--- config.mk ---
export PLATFORM = sky130hd
export DESIGN_NAME = alu_mc
export DESIGN_NICKNAME = d
export VERILOG_FILES = /design/src/rtl/alu_mc_pkg.sv /design/src/rtl/alu_mc_mult.sv /design/src/rtl/alu_mc.sv
export SDC_FILE = /design/constraint.sdc
export NUM_CORES = 1
export LEC_CHECK = 0
export ABC_AREA = 1
export CAP_MARGIN = 20
export CORE_UTILIZATION = 30
export CTS_CLUSTER_SIZE = 25
export DETAILED_ROUTE_END_ITERATION = 16
export PLACE_DENSITY = 0.47
export SYNTH_ARGS = -nofsm -noshare
export SYNTH_HDL_FRONTEND = slang
export SYNTH_SLANG_ARGS = --single-unit
--- constraint.sdc ---
create_clock -name CLK -period 10.2 [get_ports CLK]
set_input_delay 2.04 -clock CLK [delete_from_list [all_inputs] [get_ports CLK]]
set_output_delay 2.04 -clock CLK [all_outputs]
set_load 0.03 [all_outputs]
--- src/rtl/alu_mc_pkg.sv ---
// Purpose : shared widths and opcode constants for the multi-cycle ALU.
// Latency : n/a (constants only).
// Backpressure: n/a.
package alu_mc_pkg;

  localparam int DATA_WIDTH     = 32;
  localparam int ALU_OPRN_WIDTH = 6;

  localparam logic [ALU_OPRN_WIDTH-1:0] ALU_OPRN_ADD = 6'h01;
  localparam logic [ALU_OPRN_WIDTH-1:0] ALU_OPRN_SUB = 6'h02;
  localparam logic [ALU_OPRN_WIDTH-1:0] ALU_OPRN_MUL = 6'h03;
  localparam logic [ALU_OPRN_WIDTH-1:0] ALU_OPRN_SRL = 6'h04;
  localparam logic [ALU_OPRN_WIDTH-1:0] ALU_OPRN_SLL = 6'h05;
  localparam logic [ALU_OPRN_WIDTH-1:0] ALU_OPRN_AND = 6'h06;
  localparam logic [ALU_OPRN_WIDTH-1:0] ALU_OPRN_OR  = 6'h07;
  localparam logic [ALU_OPRN_WIDTH-1:0] ALU_OPRN_NOR = 6'h08;
  localparam logic [ALU_OPRN_WIDTH-1:0] ALU_OPRN_SLT = 6'h09;

endpackage

--- src/rtl/alu_mc_mult.sv ---
// Purpose : iterative shift-add multiplier, low DATA_WIDTH bits of the product.
// Latency : DATA_WIDTH iterations; the first runs on the start edge, done pulses after the last.
// Backpressure: none; a new start restarts the sequence, the caller guarantees one op in flight.
//
// Ports: clk, rst_n (sync, active-low), start (load operands + first step),
//        multiplicand/multiplier (sampled on start), busy, done (1-cycle pulse),
//        product (valid while done is high, held until the next start).
module mult_seq #(
  parameter int DATA_WIDTH = 32
) (
  input  logic                  clk,
  input  logic                  rst_n,
  input  logic                  start,
  input  logic [DATA_WIDTH-1:0] multiplicand,
  input  logic [DATA_WIDTH-1:0] multiplier,
  output logic                  busy,
  output logic                  done,
  output logic [DATA_WIDTH-1:0] product
);

  localparam int CW = $clog2(DATA_WIDTH + 1);

  logic [DATA_WIDTH-1:0] acc_q, mcand_q, mplier_q;
  logic [DATA_WIDTH-1:0] cur_acc, cur_mcand, cur_mplier, step_acc;
  logic [CW-1:0]         cnt_q;
  logic                  busy_q, done_q;

  // The start cycle consumes bit 0 straight from the inputs so that all
  // DATA_WIDTH iterations fit between the start edge and the done pulse.
  always_comb begin
    cur_acc    = start ? '0           : acc_q;
    cur_mcand  = start ? multiplicand : mcand_q;
    cur_mplier = start ? multiplier   : mplier_q;
    step_acc   = cur_acc + (cur_mplier[0] ? cur_mcand : '0);
  end

  always_ff @(posedge clk) begin
    if (!rst_n) begin
      acc_q    <= '0;
      mcand_q  <= '0;
      mplier_q <= '0;
      cnt_q    <= '0;
      busy_q   <= 1'b0;
      done_q   <= 1'b0;
    end else begin
      done_q <= 1'b0;
      if (start) begin
        acc_q    <= step_acc;
        mcand_q  <= cur_mcand << 1;
        mplier_q <= cur_mplier >> 1;
        cnt_q    <= CW'(DATA_WIDTH - 1);
        busy_q   <= (DATA_WIDTH > 1);
        done_q   <= (DATA_WIDTH == 1);
      end else if (busy_q) begin
        acc_q    <= step_acc;
        mcand_q  <= cur_mcand << 1;
        mplier_q <= cur_mplier >> 1;
        cnt_q    <= cnt_q - 1'b1;
        if (cnt_q == CW'(1)) begin
          busy_q <= 1'b0;
          done_q <= 1'b1;
        end
      end
    end
  end

  assign busy    = busy_q;
  assign done    = done_q;
  assign product = acc_q;

endmodule

--- src/rtl/alu_mc.sv ---
// Purpose : multi-cycle ALU, one operation in flight, valid/ready on both sides.
// Latency : result valid 2 edges after accept (counting the accept edge), 33 for mul at 32 bits.
// Backpressure: result held in DONE until RES_READY; REQ_READY low whenever not IDLE.
//
// Ports: CLK, RST (sync, active-low); REQ_VALID/REQ_READY with OPRN, OP1, OP2;
//        RES_VALID/RES_READY with RESULT and ERR (illegal opcode).
module alu_mc #(
  parameter int DATA_WIDTH = alu_mc_pkg::DATA_WIDTH,
  parameter int OPRN_WIDTH = alu_mc_pkg::ALU_OPRN_WIDTH
) (
  input  logic                  CLK,
  input  logic                  RST,
  input  logic                  REQ_VALID,
  output logic                  REQ_READY,
  input  logic [OPRN_WIDTH-1:0] OPRN,
  input  logic [DATA_WIDTH-1:0] OP1,
  input  logic [DATA_WIDTH-1:0] OP2,
  output logic                  RES_VALID,
  input  logic                  RES_READY,
  output logic [DATA_WIDTH-1:0] RESULT,
  output logic                  ERR
);

  import alu_mc_pkg::*;

  typedef enum logic [1:0] {IDLE, EXEC, MUL, DONE} state_t;

  localparam logic [DATA_WIDTH-1:0] SHIFT_LIMIT = DATA_WIDTH'(DATA_WIDTH);

  state_t                state_q, state_d;
  logic [OPRN_WIDTH-1:0] op_q;
  logic [DATA_WIDTH-1:0] a_q, b_q;
  logic [DATA_WIDTH-1:0] result_q;
  logic                  err_q;

  logic                  accept;
  logic                  req_is_mul;
  logic                  mul_start;
  logic                  mul_busy, mul_done;
  logic [DATA_WIDTH-1:0] mul_product;
  logic [DATA_WIDTH-1:0] exec_res;
  logic                  exec_err;
  logic                  shift_oob;

  assign accept     = REQ_VALID && REQ_READY;
  assign req_is_mul = (OPRN == OPRN_WIDTH'(ALU_OPRN_MUL));
  assign mul_start  = accept && req_is_mul;

  // Multiplier takes operands directly from the request on the accept edge.
  mult_seq #(.DATA_WIDTH(DATA_WIDTH)) u_mult (
    .clk          (CLK),
    .rst_n        (RST),
    .start        (mul_start),
    .multiplicand (OP1),
    .multiplier   (OP2),
    .busy         (mul_busy),
    .done         (mul_done),
    .product      (mul_product)
  );

  always_comb begin
    state_d = state_q;
    case (state_q)
      IDLE: if (accept) state_d = req_is_mul ? MUL : EXEC;
      EXEC: state_d = DONE;
      // busy is checked too so a stray done can never skip iterations
      MUL:  if (mul_done && !mul_busy) state_d = DONE;
      DONE: if (RES_READY) state_d = IDLE;
      default: state_d = IDLE;
    endcase
  end

  // Single-cycle datapath on the latched operands.
  always_comb begin
    shift_oob = (b_q >= SHIFT_LIMIT);
    exec_res  = '0;
    exec_err  = 1'b0;
    case (op_q)
      OPRN_WIDTH'(ALU_OPRN_ADD): exec_res = a_q + b_q;
      OPRN_WIDTH'(ALU_OPRN_SUB): exec_res = a_q - b_q;
      OPRN_WIDTH'(ALU_OPRN_SRL): exec_res = shift_oob ? '0 : (a_q >> b_q);
      OPRN_WIDTH'(ALU_OPRN_SLL): exec_res = shift_oob ? '0 : (a_q << b_q);
      OPRN_WIDTH'(ALU_OPRN_AND): exec_res = a_q & b_q;
      OPRN_WIDTH'(ALU_OPRN_OR):  exec_res = a_q | b_q;
      OPRN_WIDTH'(ALU_OPRN_NOR): exec_res = ~(a_q | b_q);
      OPRN_WIDTH'(ALU_OPRN_SLT): exec_res = {{(DATA_WIDTH-1){1'b0}}, (a_q < b_q)};
      default:                   exec_err = 1'b1;
    endcase
  end

  always_ff @(posedge CLK) begin
    if (!RST) begin
      state_q  <= IDLE;
      op_q     <= '0;
      a_q      <= '0;
      b_q      <= '0;
      result_q <= '0;
      err_q    <= 1'b0;
    end else begin
      state_q <= state_d;
      if (accept) begin
        op_q <= OPRN;
        a_q  <= OP1;
        b_q  <= OP2;
      end
      if (state_q == EXEC) begin
        result_q <= exec_res;
        err_q    <= exec_err;
      end else if (state_q == MUL && state_d == DONE) begin
        result_q <= mul_product;
        err_q    <= 1'b0;
      end
    end
  end

  // Gate with RST so no request is advertised while reset is held.
  assign REQ_READY = RST && (state_q == IDLE);
  assign RES_VALID = (state_q == DONE);
  assign RESULT    = result_q;
  assign ERR       = err_q;

endmodule

==> summary.json, run 1 <==
{
  "routed-wl-met3_um": 5470,
  "antenna_found_initial": 0,
  "groute.usage.overall_pct": 28.0,
  "clock_skew_ns": 0.0214,
  "final_antenna_net_count": 0,
  "placeableCoreArea_um2": 63500,
  "critPathCaptureType": "flop",
  "yosysSeqAreaShare_pct": 21.3,
  "crit_required_ns": 10.64,
  "ys_dominant_reg_cell": "sky130_fd_sc_hd__dfxtp_1",
  "setup_viol": 0,
  "globalRoute.totalOverflow": 0,
  "synthDominantCellAreaShare_pct": 21.3,
  "finalSetupTns_ns": 0,
  "ctsRootBufferMaster": "sky130_fd_sc_hd__clkbuf_16",
  "ys_top_cells_by_area": "sky130_fd_sc_hd__dfxtp_1 21%, sky130_fd_sc_hd__nand2_1 13%, sky130_fd_sc_hd__nand3_1 11%",
  "floorplan.initialDensity_pct": 30.6,
  "ys_top_cells_by_count": "671 x sky130_fd_sc_hd__nand2_1, 421 x sky130_fd_sc_hd__nand3_1, 344 x sky130_fd_sc_hd__inv_1",
  "filler_cell_count": 7125,
  "final-max-slew-violation-count": 0,
  "buffer_ports.inserted": 108,
  "holdWs_ns": 0.463,
  "dr_total_vias": 22311,
  "cts_setup_buffers": 0,
  "worstSkewPairLatency_ns": 0.54,
  "h-tree-depth": 1,
  "wl_per_cell_um": 23.4,
  "clock_sink_count": 207,
  "area_growth_pct": 11.8,
  "grt_max_degree": 104,
  "maxCapViolations": 0,
  "final.period_utilization_pct": 65.6,
  "floorplan.io_pins": 109,
  "dp.final_hpwl_um": 76100,
  "post_synth.cell_area_avg_um2": 6.06,
  "synth.cell_area_um2": 19500,
  "most_used_standard_cell_by_instance_count_after_synthesis": "sky130_fd_sc_hd__nand2_1",
  "dr.max_layer_used": "met4",
  "clock_input_transition_at_the_sequential_cells_of_the_worst_setup_and_hold_paths_ns": 0.06,
  "postSynth.asyncResetShare_pct": 0,
  "detail_route.wirelength.met1_um": 43900,
  "route.met2.wl_um": 42300,
  "worst_ep_arrival_time_ns": 7.13,
  "timing.critical_path.from_type": "input pin",
  "worst-slew-pin-transition_ns": 1.01,
  "synthCells": 3209,
  "placement_rows": 92,
  "grt_pass1_vias": 21050,
  "status": "finished clean",
  "global_route_wire_length_before_repair_um": 139000,
  "first_iter_violations": 2275,
  "hold_buffers": 0,
  "final_net_count": 3399,
  "ctsLongestPathBuffers": 3,
  "synth_top_area_cell": "sky130_fd_sc_hd__dfxtp_1",
  "place_congestion": 0.987,
  "cellLeakagePower_nw": 9.67,
  "timing_worst_setup_path_type": "input pin to flop",
  "dieWidth_um": 257,
  "power.ir.vdd_worst_mv": 0.111,
  "number_of_enable_type_register_cells_in_the_synthesized_netlist": 0,
  "cts_resized": 0,
  "finalCriticalPeriod_ns": 6.69,
  "post_synthesis_cell_type_count": 60,
  "tritoncts": "yes",
  "post_route_cells_drive_above_1_share_pct": 5.42,
  "fp.dieArea_um2": 65900,
  "detail_route.drc_violations": 0,
  "drt-pass1-iter-count": 6,
  "final_critical_path_setup_slack_ns": 3.51,
  "detail_route.vias_per_cell": 5.50,
  "power_w": 0.00271,
  "final-hold-violation-count": 0,
  "synth.yosys.warnings": 0,
  "final_util_pct": 34.2,
  "fp.dieH_um": 257,
  "mappedNetlistNets": 3415,
  "post-place-ws_ns": 3.04,
  "drt-total-wl_um": 95100,
  "path_max_fanout": 56,
  "fmaxAchievable_ghz": 0.149,
  "synth_seq_cells": 207,
  "rsz0062_at_grt": "no",
  "powerDensity_nw_per_um2": 124,
  "worstHoldPathType": "flop to flop",
  "max_slew_margin_pct": 32.9,
  "number_of_clock_buffers_inserted_by_tritoncts": 24
}
sequential cells by signal, indices dropped and copies added, names as in the netlist:
name,flops
RESULT,32
a_q,32
b_q,32
u_mult.product,32
u_mult.mcand_q,31
u_mult.mplier_q,31
op_q,6
u_mult.cnt_q,6
state_q,2
ERR,1
u_mult.busy,1
u_mult.done,1
cells by family (layout without fill, tap and decap cells):
kind of cell    Yosys count  count (layout)  synth area share [%]
mux                      30              30                  1.54
xor+xnor                 18              18                 0.810
simple gates           1520            1520                  35.2
compound gates          757             757                  21.0
flops                   207             207                  21.3
fa+ha+maj               132             132                  8.61
other cells               0               2                     0
buf+inv                 545             547                  11.5
where the power goes:
group | leakage (nW) | switching (W) | internal (W)
clock network | 0.370 | 0.000370 | 0.000473
logic | 7.62 | 0.000694 | 0.000268
registers | 1.68 | 0.0000549 | 0.000848
total | 9.67 | 0.00112 | 0.00159
metrics by stage:
| step | instances | instance area [µm²] |
|---|---|---|
| CTS | 4056 | 21700 |
| detailed placement | 4012 | 21000 |
| finish | 4059 | 21800 |
| global route | 4057 | 21700 |
| global placement | 4012 | 21000 |
| floorplan | 3209 | 19500 |
worst paths after layout:
path | start | to | slack [ns] | depth (start not counted)
worst max-delay path | RST | u_mult.product[22] | 3.51 | 27
worst max register to register | state_q[1] | u_mult.product[22] | 5.34 | 24
worst min register to register | u_mult.mplier_q[20] | u_mult.mplier_q[20] | 0.46 | 2
worst min-delay path | u_mult.mplier_q[20] | u_mult.mplier_q[20] | 0.46 | 2
layer usage:
metal  GRT usage [%]  up-vias
met5               0        -
met4            9.62        0
met3            2.52      115
met2            44.9      829
met1            39.0    10666
li1                -    10701
worst max-delay path, stage by stage:
cell                      delay, ns
sky130_fd_sc_hd__buf_4         0.38
sky130_fd_sc_hd__inv_2         0.04
sky130_fd_sc_hd__buf_4         0.31
sky130_fd_sc_hd__nor3_2        0.29
sky130_fd_sc_hd__nand2_4       0.38
sky130_fd_sc_hd__inv_2         0.24
sky130_fd_sc_hd__nand2_4       0.34
sky130_fd_sc_hd__inv_2         0.46
sky130_fd_sc_hd__nor2_1        0.08
sky130_fd_sc_hd__ha_1          0.25
sky130_fd_sc_hd__fa_1          0.46
sky130_fd_sc_hd__nand3_1       0.09
sky130_fd_sc_hd__nand3_1       0.09
sky130_fd_sc_hd__inv_1         0.09
sky130_fd_sc_hd__nor2_1        0.04
sky130_fd_sc_hd__nor2_1        0.18
sky130_fd_sc_hd__o21ai_2       0.14
sky130_fd_sc_hd__a21oi_1       0.26
sky130_fd_sc_hd__o21ai_0       0.18
sky130_fd_sc_hd__a21oi_1       0.27
sky130_fd_sc_hd__inv_1         0.08
sky130_fd_sc_hd__nand2_1       0.09
sky130_fd_sc_hd__nand2_1       0.06
sky130_fd_sc_hd__nand2_1       0.06
sky130_fd_sc_hd__nand3_1       0.06
sky130_fd_sc_hd__nand2_1       0.08
sky130_fd_sc_hd__inv_1         0.03
layout make-up:
class / count / area, µm² / area share, %
Multi-Input combinational cell: 2457 / 13100 / 60.2
Sequential cell: 207 / 4150 / 19.1
Inverter: 365 / 1370 / 6.30
Timing Repair Buffer: 138 / 1320 / 6.05
Tap cell: 846 / 1060 / 4.87
Clock buffer: 34 / 689 / 3.17
Clock inverter: 10 / 62.6 / 0.288
Antenna cell: 2 / 5.00 / 0.0230
layout by cell type (no fill, tap or decap), types with 10 or more instances in the layout:
cell type	n
sky130_fd_sc_hd__a21oi_1	322
sky130_fd_sc_hd__a221oi_1	17
sky130_fd_sc_hd__a31oi_1	32
sky130_fd_sc_hd__buf_4	30
sky130_fd_sc_hd__clkbuf_16	25
sky130_fd_sc_hd__clkdlybuf4s50_1	107
sky130_fd_sc_hd__dfxtp_1	205
sky130_fd_sc_hd__ha_1	129
sky130_fd_sc_hd__inv_1	342
sky130_fd_sc_hd__inv_2	14
sky130_fd_sc_hd__mux2i_1	30
sky130_fd_sc_hd__nand2_1	670
sky130_fd_sc_hd__nand2_2	18
sky130_fd_sc_hd__nand3_1	421
sky130_fd_sc_hd__nand3_2	14
sky130_fd_sc_hd__nand4_1	33
sky130_fd_sc_hd__nand4_4	10
sky130_fd_sc_hd__nor2_1	281
sky130_fd_sc_hd__nor3_1	20
sky130_fd_sc_hd__o211ai_1	20
sky130_fd_sc_hd__o21ai_0	295
sky130_fd_sc_hd__o21ai_1	17
sky130_fd_sc_hd__o22ai_1	14
sky130_fd_sc_hd__or2_2	13
sky130_fd_sc_hd__xor2_1	14
No activity file was read; power rests on OpenSTA's default activity.
==> run 2, diff against run 1 <==
--- a/config.mk
+++ b/config.mk
@@ -10,7 +10,7 @@
 export CORE_UTILIZATION = 30
 export CTS_CLUSTER_SIZE = 25
 export DETAILED_ROUTE_END_ITERATION = 16
-export PLACE_DENSITY = 0.47
+export PLACE_DENSITY = 0.48
 export SYNTH_ARGS = -nofsm -noshare
 export SYNTH_HDL_FRONTEND = slang
 export SYNTH_SLANG_ARGS = --single-unit
==> constraint.sdc (replaced) <==
create_clock -name CLK -period 5.5 [get_ports CLK]
set_input_delay 1.1 -clock CLK [delete_from_list [all_inputs] [get_ports CLK]]
set_output_delay 1.1 -clock CLK [all_outputs]
set_load 0.03 [all_outputs]
==> summary.json, run 2 (synthesis results as in run 1) <==
{
  "p_seq_share": {"value": 32.4, "unit": "%", "change": "was 33.3%"},
  "cts_setup_buffers": {"value": 0, "change": "unchanged"},
  "final_net_count": {"value": 3409, "change": "was 3,399"},
  "first_iter_violations": {"value": 2431, "change": "was 2,275"},
  "place_congestion": {"value": 1.02, "change": "was 0.987"},
  "post_route_cells_drive_above_1_share": {"value": 5.87, "unit": "%", "change": "was 5.42%"},
  "power.ir.vdd_worst": {"value": 0.214, "unit": "mV", "change": "was 0.111 mV"},
  "dieWidth": {"value": 257, "unit": "µm", "change": "unchanged"},
  "clock_skew": {"value": 0.0291, "unit": "ns", "change": "was 0.0214 ns"},
  "timing_worst_setup_path_type": {"value": "input pin to flop", "change": "unchanged"},
  "setup_viol": {"value": 0, "change": "unchanged"},
  "placement_rows": {"value": 92, "change": "unchanged"},
  "ctsRootBufferMaster": {"value": "sky130_fd_sc_hd__clkbuf_16", "change": "unchanged"},
  "worst-slew-pin-transition": {"value": 0.986, "unit": "ns", "change": "was 1.01 ns"},
  "layout_common_cells": {"value": "670 x sky130_fd_sc_hd__nand2_1, 421 x sky130_fd_sc_hd__nand3_1, 342 x sky130_fd_sc_hd__inv_1, 322 x sky130_fd_sc_hd__a21oi_1, 295 x sky130_fd_sc_hd__o21ai_0", "change": "unchanged"},
  "filler_cell_count": {"value": 7215, "change": "was 7,125"},
  "multiInputGateArea": {"value": 13100, "unit": "µm²", "change": "unchanged"},
  "h-tree-depth": {"value": 1, "change": "unchanged"},
  "floorplan.io_pins": {"value": 109, "change": "unchanged"},
  "max_slew_margin": {"value": 33.6, "unit": "%", "change": "was 32.9%"},
  "global_route_wire_length_before_repair": {"value": 133000, "unit": "µm", "change": "was 139,000 µm"},
  "powerDensity": {"value": 235, "unit": "nW/µm²", "change": "was 124 nW/µm²"},
  "finalCriticalPeriod_ns": 4.57,
  "final_util": {"value": 34.5, "unit": "%", "change": "was 34.2%"},
  "placeableCoreArea": {"value": 63500, "unit": "µm²", "change": "unchanged"},
  "wl_per_cell": {"value": 22.2, "unit": "µm", "change": "was 23.4 µm"},
  "fmaxAchievable_ghz": 0.219,
  "hold_buffers": {"value": 0, "change": "unchanged"},
  "cts_resized": {"value": 0, "change": "unchanged"},
  "detail_route.drc_violations": {"value": 0, "change": "unchanged"},
  "buffer_ports.inserted": {"value": 108, "change": "unchanged"},
  "final-max-slew-violation-count": {"value": 0, "change": "unchanged"},
  "number_of_clock_buffers_inserted_by_tritoncts": {"value": 25, "change": "was 24"},
  "tritoncts": {"value": "yes", "change": "unchanged"},
  "rsz0062_at_grt": {"value": "no", "change": "unchanged"},
  "drt-total-wl": {"value": 90400, "unit": "µm", "change": "was 95,100 µm"},
  "maxCapViolations": {"value": 0, "change": "unchanged"},
  "ctsLongestPathBuffers": {"value": 3, "change": "unchanged"},
  "swShare": {"value": 40.4, "unit": "%", "change": "was 41.3%"},
  "fp.dieH": {"value": 257, "unit": "µm", "change": "unchanged"},
  "worst_ep_arrival_time": {"value": 5.02, "unit": "ns", "change": "was 7.13 ns"},
  "antenna_found_initial": {"value": 4, "change": "was 0"},
  "cellLeakagePower": {"value": 9.75, "unit": "nW", "change": "was 9.67 nW"},
  "grt_max_degree": {"value": 84, "change": "was 104"},
  "critPathCaptureType": {"value": "flop", "change": "unchanged"},
  "worstHoldPathType": {"value": "flop to flop", "change": "unchanged"},
  "finalSetupTns": {"value": 0, "unit": "ns", "change": "unchanged"},
  "final-hold-violation-count": {"value": 0, "change": "unchanged"},
  "grt_pass1_vias": {"value": 20630, "change": "was 21,050"},
  "share_clk_of_total_power": {"value": 33.4, "unit": "%", "change": "was 31.1%"},
  "fp.dieArea": {"value": 65900, "unit": "µm²", "change": "unchanged"},
  "flip_flop_and_latch_area": {"value": 4150, "unit": "µm²", "change": "unchanged"},
  "status": {"value": "finished clean", "change": "unchanged"},
  "detail_route.vias_per_cell": {"value": 5.38, "change": "was 5.50"},
  "area_growth": {"value": 12.6, "unit": "%", "change": "was 11.8%"},
  "globalRoute.totalOverflow": {"value": 0, "change": "unchanged"},
  "clock_sink_count": {"value": 207, "change": "unchanged"},
  "diode_count": {"value": 0, "change": "was 2"},
  "comb_power_share": {"value": 34.3, "unit": "%", "change": "was 35.5%"},
  "clock_input_transition_at_the_sequential_cells_of_the_worst_setup_and_hold_paths": {"value": 0.06, "unit": "ns", "change": "about the same"},
  "final.period_utilization_pct": 83.0,
  "groute.usage.overall": {"value": 26.6, "unit": "%", "change": "was 28.0%"},
  "timing.critical_path.from_type": {"value": "input pin", "change": "unchanged"},
  "path_max_fanout": {"value": 10, "change": "was 56"},
  "drt-pass1-iter-count": {"value": 7, "change": "was 6"},
  "final_antenna_net_count": {"value": 0, "change": "unchanged"},
  "dp.final_hpwl": {"value": 72200, "unit": "µm", "change": "was 76,100 µm"},
  "layout_commonest_cell": {"value": "sky130_fd_sc_hd__nand2_1", "change": "unchanged"},
  "cell_internal_pwr": {"value": 0.00307, "unit": "W", "change": "was 0.00159 W"},
  "floorplan.initialDensity": {"value": 30.6, "unit": "%", "change": "unchanged"},
  "dr_total_vias": {"value": 21877, "change": "was 22,311"},
  "worstSkewPairLatency": {"value": 0.55, "unit": "ns", "change": "was 0.54 ns"},
  "crit_required": {"value": 5.95, "unit": "ns", "change": "was 10.64 ns"},
  "power_switching": {"value": 0.00208, "unit": "W", "change": "was 0.00112 W"}
}
==> run 2: cell types whose count changed in the layout (fill, tap and decap cells not counted), moves of 2 or more <==
cell                         change
sky130_fd_sc_hd__buf_4           +9
sky130_fd_sc_hd__clkbuf_1        -5
sky130_fd_sc_hd__bufinv_16       +2
sky130_fd_sc_hd__clkbuf_8        +2
sky130_fd_sc_hd__clkinvlp_4      +2
sky130_fd_sc_hd__diode_2         -2
==> run 2: through the flow <==
step	instance area [µm²]	hold WS (ns)	std cells	worst slack [ns]	power, W
final	21900	0.461	4067	0.935	0.00516
after detailed placement	21100	0.454	4022	0.412	0.00343
after global routing	21900	0.486	4067	0.451	0.00540
after global placement	21100	0.452	4022	0.408	0.00344
after CTS	21900	0.466	4067	0.981	0.00516
after floorplan	19500	0.440	3209	0.817	0.00279
==> run 2: power by group through the flow <==
stage	clock network (W)	registers, W	logic, W
2_1_floorplan	0	0.00170	0.00109
3_3_place_gp	0	0.00170	0.00174
3_5_place_dp	0	0.00170	0.00173
4_1_cts	0.00176	0.00167	0.00174
5_1_grt	0.00181	0.00168	0.00191
6_report	0.00172	0.00167	0.00177
==> run 2: cell type report <==
| type | count | area share [%] |
|---|---|---|
| timing repair buffer | 147 | 6.32 |
| tap | 846 | 4.83 |
| multi-input combinational | 2457 | 59.8 |
| clock inverter | 14 | 0.645 |
| sequential | 207 | 18.9 |
| inverter | 365 | 6.25 |
| clock buffer | 31 | 3.19 |
==> run 2: worst paths after layout <==
path	start	to	slack, ns	depth (start not counted)
worst max-delay path	OPRN[2]	u_mult.product[22]	0.93	26
worst max register to register	b_q[20]	RESULT[20]	1.70	11
worst min register to register	u_mult.mplier_q[18]	u_mult.mplier_q[18]	0.46	2
worst min-delay path	u_mult.mplier_q[18]	u_mult.mplier_q[18]	0.46	2
==> run 2: worst max-delay path: stages <==
cell and delay [ns]:
sky130_fd_sc_hd__clkdlybuf4s50_1 0.43, sky130_fd_sc_hd__nor2_1 0.11, sky130_fd_sc_hd__nand3_1 0.07, sky130_fd_sc_hd__nor3_1 0.44
sky130_fd_sc_hd__nand2_4 0.20, sky130_fd_sc_hd__o21ai_1 0.23, sky130_fd_sc_hd__inv_1 0.12, sky130_fd_sc_hd__buf_4 0.19
sky130_fd_sc_hd__nor2_1 0.11, sky130_fd_sc_hd__ha_1 0.28, sky130_fd_sc_hd__nand3_1 0.11, sky130_fd_sc_hd__nand3_1 0.09
sky130_fd_sc_hd__inv_1 0.09, sky130_fd_sc_hd__nor2_1 0.04, sky130_fd_sc_hd__nor2_1 0.17, sky130_fd_sc_hd__o21ai_2 0.15
sky130_fd_sc_hd__a21oi_1 0.28, sky130_fd_sc_hd__o21ai_0 0.16, sky130_fd_sc_hd__a21oi_1 0.21, sky130_fd_sc_hd__inv_1 0.08
sky130_fd_sc_hd__nand2_1 0.08, sky130_fd_sc_hd__nand2_1 0.05, sky130_fd_sc_hd__nand2_1 0.05, sky130_fd_sc_hd__nand3_1 0.06
sky130_fd_sc_hd__nand2_1 0.09, sky130_fd_sc_hd__inv_1 0.03
==> run 2: routing by layer <==
layer	GRT usage, %	wire length, µm	up-vias
met5	0	9	-
met4	10.2	3570	2
met3	2.42	5580	129
met2	41.4	39100	832
met1	37.7	42100	10196
li1	-	-	10718
